<file path="src/rtl/regfile_mp.sv">
// Multi-port register file: one write port, two read ports, per-register written mask,
// optional write-to-read bypass and optional registered read stage.
module regfile_mp #(
  parameter  int unsigned WIDTH        = 16,
  parameter  int unsigned DEPTH        = 8,
  parameter  int unsigned BYPASS       = 1,
  parameter  int unsigned READ_LATENCY = 0,
  localparam int unsigned AW           = $clog2(DEPTH)
) (
  input  logic             clk,
  input  logic             reset_n,
  input  logic [WIDTH-1:0] data_in,
  input  logic [AW-1:0]    writenum,
  input  logic             write,
  input  logic             clear,
  input  logic [AW-1:0]    readnum_a,
  input  logic [AW-1:0]    readnum_b,
  input  logic             read_en,
  output logic [WIDTH-1:0] data_out_a,
  output logic [WIDTH-1:0] data_out_b,
  output logic             valid_a,
  output logic             valid_b,
  output logic [DEPTH-1:0] written_mask
);

  localparam logic [AW:0] DEPTH_W = (AW+1)'(DEPTH);

  logic [WIDTH-1:0] regs_q [DEPTH];
  logic [WIDTH-1:0] regs_d [DEPTH];
  logic [DEPTH-1:0] mask_q;
  logic [DEPTH-1:0] mask_d;

  logic             wr_ok;
  logic             rd_ok_a;
  logic             rd_ok_b;
  logic [WIDTH-1:0] rd_data_a;
  logic [WIDTH-1:0] rd_data_b;
  logic             rd_valid_a;
  logic             rd_valid_b;

  assign wr_ok   = write && ({1'b0, writenum}  < DEPTH_W);
  assign rd_ok_a = ({1'b0, readnum_a} < DEPTH_W);
  assign rd_ok_b = ({1'b0, readnum_b} < DEPTH_W);

  // Next storage state: clear wins over a same-cycle write.
  always_comb begin
    regs_d = regs_q;
    mask_d = mask_q;
    if (clear) begin
      for (int i = 0; i < int'(DEPTH); i++) regs_d[i] = '0;
      mask_d = '0;
    end else if (wr_ok) begin
      regs_d[writenum] = data_in;
      mask_d[writenum] = 1'b1;
    end
  end

  always_ff @(posedge clk or negedge reset_n) begin
    if (!reset_n) begin
      for (int i = 0; i < int'(DEPTH); i++) regs_q[i] <= '0;
      mask_q <= '0;
    end else begin
      regs_q <= regs_d;
      mask_q <= mask_d;
    end
  end

  assign written_mask = mask_q;

  // Port A read value, including bypass of the in-flight write or clear.
  always_comb begin
    rd_data_a  = '0;
    rd_valid_a = 1'b0;
    if (!reset_n || !rd_ok_a) begin
      rd_data_a  = '0;
      rd_valid_a = 1'b0;
    end else if ((BYPASS != 0) && write && !clear && (readnum_a == writenum)) begin
      rd_data_a  = data_in;
      rd_valid_a = 1'b1;
    end else if ((BYPASS != 0) && clear) begin
      rd_data_a  = '0;
      rd_valid_a = 1'b0;
    end else begin
      rd_data_a  = regs_q[readnum_a];
      rd_valid_a = mask_q[readnum_a];
    end
  end

  always_comb begin
    rd_data_b  = '0;
    rd_valid_b = 1'b0;
    if (!reset_n || !rd_ok_b) begin
      rd_data_b  = '0;
      rd_valid_b = 1'b0;
    end else if ((BYPASS != 0) && write && !clear && (readnum_b == writenum)) begin
      rd_data_b  = data_in;
      rd_valid_b = 1'b1;
    end else if ((BYPASS != 0) && clear) begin
      rd_data_b  = '0;
      rd_valid_b = 1'b0;
    end else begin
      rd_data_b  = regs_q[readnum_b];
      rd_valid_b = mask_q[readnum_b];
    end
  end

  if (READ_LATENCY == 0) begin : g_comb_read
    logic unused_read_en;
    assign unused_read_en = read_en;
    assign data_out_a = rd_data_a;
    assign data_out_b = rd_data_b;
    assign valid_a    = rd_valid_a;
    assign valid_b    = rd_valid_b;
  end else begin : g_reg_read
    logic [WIDTH-1:0] data_a_q, data_a_d, data_b_q, data_b_d;
    logic             valid_a_q, valid_a_d, valid_b_q, valid_b_d;

    // Output stage captures only on read_en, otherwise holds.
    always_comb begin
      data_a_d  = data_a_q;
      data_b_d  = data_b_q;
      valid_a_d = valid_a_q;
      valid_b_d = valid_b_q;
      if (read_en) begin
        data_a_d  = rd_data_a;
        data_b_d  = rd_data_b;
        valid_a_d = rd_valid_a;
        valid_b_d = rd_valid_b;
      end
    end

    always_ff @(posedge clk or negedge reset_n) begin
      if (!reset_n) begin
        data_a_q  <= '0;
        data_b_q  <= '0;
        valid_a_q <= 1'b0;
        valid_b_q <= 1'b0;
      end else begin
        data_a_q  <= data_a_d;
        data_b_q  <= data_b_d;
        valid_a_q <= valid_a_d;
        valid_b_q <= valid_b_d;
      end
    end

    assign data_out_a = data_a_q;
    assign data_out_b = data_b_q;
    assign valid_a    = valid_a_q;
    assign valid_b    = valid_b_q;
  end

endmodule

</file>
<file path="config.mk">
export PLATFORM = sky130hd
export DESIGN_NAME = regfile_mp
export DESIGN_NICKNAME = d
export VERILOG_FILES = /design/src/rtl/regfile_mp.sv
export SDC_FILE = /design/constraint.sdc
export NUM_CORES = 1
export LEC_CHECK = 0
export CAP_MARGIN = 20
export CORE_ASPECT_RATIO = 1.5
export CORE_MARGIN = 8
export CORE_UTILIZATION = 60
export CTS_BUF_LIST = sky130_fd_sc_hd__clkbuf_4
export DETAILED_ROUTE_END_ITERATION = 10
export PLACE_DENSITY = 0.82
export SYNTH_ARGS = -nofsm -noshare
export SYNTH_HDL_FRONTEND = slang
export SYNTH_SLANG_ARGS = --single-unit
</file>
<file path="constraint.sdc">
create_clock -name clk -period 3 [get_ports clk]
set_input_delay 0.75 -clock clk [delete_from_list [all_inputs] [get_ports clk]]
set_output_delay 0.75 -clock clk [all_outputs]
set_load 0.01 [all_outputs]
</file>
## Word-level counts from Yosys, hierarchy flattened

Index checks and enable logic that the tools add are counted.

| storage, ports and cells | value |
|---|---|
| memories kept | 0 |
| input bits | 30 |
| register bits after elaboration | 136 |
| word-level logic and storage cells | 61 |
| output and inout bits | 42 |
| bits in writable memories | 0 |
| latch bits | 0 |
| memory bits (read-only) | 0 |

| cells by class | value |
|---|---|
| equal/unequal tests | 2 |
| multiply operators | 0 |
| $add $sub $neg | 0 |
| divide/modulo/power cells | 0 |
| mux-type cells | 31 |
| order comparisons | 8 |
| shifts and indexed selects | 0 |
| bitwise logic cells | 4 |
| reduce and logical (&&, ||, !) cells | 7 |

Operators by type and width:

| kind | count |
|---|---|
| two-way mux 128 bit | 2 |
| two-way mux 16 bit | 11 |
| bitwise mux 128 bit | 1 |
| binary-select mux 16 bit (select 3 bit) | 2 |
| demux 16 bit (select 3 bit) | 1 |
| two-way mux 8 bit | 2 |
| >= comparator 4 bit, second input constant | 3 |
| less-than comparator 3 x 4 -> 1 bit, second input constant | 3 |
| inverter 3 -> 4 bit | 3 |
| two-way mux 1 bit | 9 |
| OR 8 bit | 1 |
| binary-select mux 1 bit (select 3 bit) | 2 |
| equality test 3 bit | 2 |
| logical AND 1 bit | 5 |
| less-than comparator 4 x 1 -> 1 bit, second input constant | 1 |
| demux 1 bit (select 3 bit) | 1 |
| >= comparator 3 x 1 -> 1 bit, second input constant | 1 |
| nonzero test 2 bit | 1 |
| logical NOT 1 bit | 1 |

## Logic depth before layout (Yosys ltp)

| depth | value |
|---|---|
| depth in word-level cells | 8 |
| gate-level depth with buffers | 7 |
| gate-level depth less buffers | 3 |

## Worst setup path after synthesis

No wires, ideal clock.

| timing path | value |
|---|---|
| path kind | input -> output |
| start | in readnum_b[2] |
| end | out data_out_b[9] |
| stages | 5 |
| required time | 2250 ps |
| buffers on the path | 2 |
| arrival | 2045 ps |
| path slack | 205 ps |
| cell sequence | buf_2 buf_1 mux4_2 mux2_2 a22o_1 |

| between the ends | value |
|---|---|
| cells in the longest elaborated chain, start to end | 7 |
| elaborated cells on any way between the ends | 9 |
| classes of those cells | eq/ne: 1; mux: 6; bitwise: 1; reduce/logical: 1 |

RTL lines:

| element | RTL line | source |
|---|---|---|
| from (decl) | 17 | `input logic [AW-1:0] readnum_b,` |
| inverter 3 -> 4 bit (not written as such) | 102 | `rd_data_b = regs_q[readnum_b];` |
| binary-select mux 16 bit (select 3 bit) | 102 |  |
| two-way mux 16 bit (not written as such) (2 in a row) | 102 |  |
| two-way mux 16 bit | 98 | `end else if ((BYPASS != 0) && clear) begin` |
| two-way mux 16 bit * | 95 | `end else if ((BYPASS != 0) && write && !clear && (readnum_b == writenum)) begin` |
| two-way mux 16 bit * | 92 | `if (!reset_n \|\| !rd_ok_b) begin` |
| to (decl) | 20 | `output logic [WIDTH-1:0] data_out_b,` |

Mark *: on every way between the ends. The rest lies on a longest branch, timed or not. The select of a mux whose other input is x is not followed.

## Worst setup path in the final report

| timing path | value |
|---|---|
| start | in readnum_b[1] |
| end | out data_out_b[5] |

Same word-level chain as after synthesis.

==> impl_metrics.toml <==
[drt]
vias = 7509
wirelength_mm = 29.80
drt_iter0_drc = 976
drcViolationCount = 0
detail_route.wl_per_cell_um = 29.10
vias_per_cell = 7.333
firstDrtPassIters = 8
postRouteAntennaNets = 0

[timing]
period_minus_slack_ps = 3101
rsz0062_at_grt = "yes"
tightest_slew_ps = 920.0
tns_ps = -452.9
fmax_mhz = 322.5
setup_viol = 12
timing.slew.headroom_pct = 38.67
fin_crit_sh_pct = 103.4
slew_viol_final = 0
finClkSkew_ps = 0
fin_hold_ws_ps = 172.8
finalHoldViolCount = 0
setup_ws_ps = -101.1

[final_layout]
drive_gt1_share_pct = 31.94
seqCellArea_sq_um = 3403
final_cells = 1024
fill_cells = 812
layout.nets = 879
design_area_sq_um = 10140
post-route-util_pct = 75.66
synthToLayoutAreaGrowth_pct = 23.84
multi_input_area_sq_um = 4354

[global_routing]
grt_max_degree = 87
use_met3_pct = 11.39
use_met1_pct = 37.59
grt_pass1_vias = 7725
grt_util_all_layers_pct = 33.18
antenna_found_initial = 1
met2_usage_pct = 51.81
grt_pass1_wl_mm = 45.40
busiest_layer = "met2"
overflow = 0

[run]
max_cap_viol_count = 0

[logic_synthesis]
ys_seq_area_share_pct = 41.56
synthAdderAreaFrac_pct = 0
ys_async_sr_fraction_pct = 100.0
synth_edf_count = 0
synth.area.top_cells = "dfrtp_1 (42%), mux4_1 (16%), nand2_1 (8.8%)"
synth_common_cells = "nand2_1 (193), dfrtp_1 (136), a21oi_1 (96)"
yosys_warnings = 0
synth_flop_cell = "dfrtp_1"
synth_compound_area_share_pct = 12.18
synth_top_family_by_area = "multiplexers"
ys_ff_latch = 136
synth_top_cell_by_area = "dfrtp_1"
synth.mux.area_fraction_pct = 26.94
synth_fp_nets = 765
synth.most_common_cell = "nand2_1"
avgSynthCellArea_sq_um = 11.14
syn_area_sq_um = 8189
synthXorXnorAreaFrac_pct = 0.6417
synth-simple-area-share_pct = 12.74
postSynthCellCount = 735
synth_cell_types = 31
synth_top_area_share_pct = 41.56

[floorplan]
dieArea_sq_um = 17720
core_sq_um = 13400
die_w_um = 111.4
die_y_um = 159.1
placement_rows = 52
ios = 72
start_util_pct = 61.10

[cts]
cts_tree = "built"
htreeDepth = 4
clockBufferDepth = 2
cts_sinks = 136
cts_root_buf = "clkbuf_4"
cts.clk_slew.worst_paths_ps = 120
cts_made_buffers = 17
clock_latency_ps = 560
hold_buffers = 0

[placement]
placed_cells = 960
dpl_worst_slack_ps = -650.0
port_buffers = 70
placedInstanceArea_sq_um = 9442
dp_hpwl_mm = 17.80
gp_congestion = 0.9138

[setup_path]
worstSetupStartpointType = "input pin"
critPathMaxFanout = 6
end_kind = "primary output"
cp.arrival_ps = 2350
required_ps = 2250
path_class = "input pin to primary output"

[pwr]
power_density_nw_per_um2 = 382.4
p_leak_nw = 4.509
total_power_mw = 3.878
ir_drop_mv = 0.3499

[outcome]
violations = "setup timing"
outcome = "finished with violations"

[worst_hold_path]
hp-class = "input pin to asynchronous set/reset pin"
state kept, by name (all words and copies together) (netlist names):
name and cells:
written_mask 8, regs_q 128
worst max-delay path, cell delays in order:
cell and delay (ps):
buf_16 120, buf_12 140, buf_12 120, mux4_2 540, mux2_4 290, a22o_1 230, buf_2 160
placed cells by master, fill, tap and decap left out, drive strengths merged, types with 2 or more instances in the layout:
cell           synthesis  layout
mux2i                 13      13
nand2                193     193
o41a                   2       2
nor4bb                 3       3
clkbuf                38      20
xor2                   6       6
nor2b                  2       2
a22o                  53      53
bufinv                 0       3
and4b                  3       3
clkinvlp               0       2
dfrtp                136     136
buf                   46     147
a21o                   2       2
clkinv                 0       8
a21oi                 96      96
clkdlybuf4s15          0       2
mux2                  32      32
clkdlybuf4s50          0      24
mux4                  68      68
nand4bb                2       2
dlygate4sd2            0       2
nor4                   2       2
nor4b                  2       2
nor2                  25      25
inv                    2       3
nand4b                 3       3
o21bai                 2       2
path summary, 6_finish.rpt:
path | endpoint | slack (ps) | cells after the start | start
hold reg to reg | regs_q[115]$_DFFE_PN0P_ | 540 | 1 | regs_q[115]$_DFFE_PN0P_
min in group clk | regs_q[115]$_DFFE_PN0P_ | 540 | 1 | regs_q[115]$_DFFE_PN0P_
hold / removal | written_mask[3]$_DFFE_PN0P_ | 170 | 2 | reset_n
max in group asynchronous | regs_q[16]$_DFFE_PN0P_ | 1010 | 5 | reset_n
setup / recovery | data_out_b[5] | -100 | 7 | readnum_b[1]
setup reg to reg | regs_q[67]$_DFFE_PN0P_ | 2170 | 2 | regs_q[67]$_DFFE_PN0P_
metal layers:
metal,part of all wire [%],wire (um)
met1,32,9623
met2,46,13750
met3,13,3967
met4,8.2,2456
met5,0,0
kinds of logic after synthesis:
group,Yosys count
xor+xnor,6
buf+inv,86
mux,113
simple gates,239
compound gates,155
flops,136
final cells by class:
class	instances	area share (%)
multi-input combinational	513	42.94
timing repair buffer	179	18.59
clock buffer	17	1.258
antenna	1	0.02468
clock inverter	14	1.555
inverter	2	0.07403
tap	162	1.999
sequential	136	33.56
where the power goes:
group	switching [mW]	internal (mW)	leakage, nW
Clock	0.703	0.563	0.150
Sequential	0.0369	1.87	1.88
Combinational	0.378	0.327	2.47
what timing repair did:
| item | CTS | global route |
|---|---|---|
| resized for setup | 229 | 29 |
| cloned | 7 | 2 |
| endpoints found under the setup margin | 34 | 34 |
| setup buffers | 20 | 5 |
| pin swaps | 13 | 8 |
| endpoints found under the hold margin | 0 | 0 |
(Power assumes the default switching activity.)
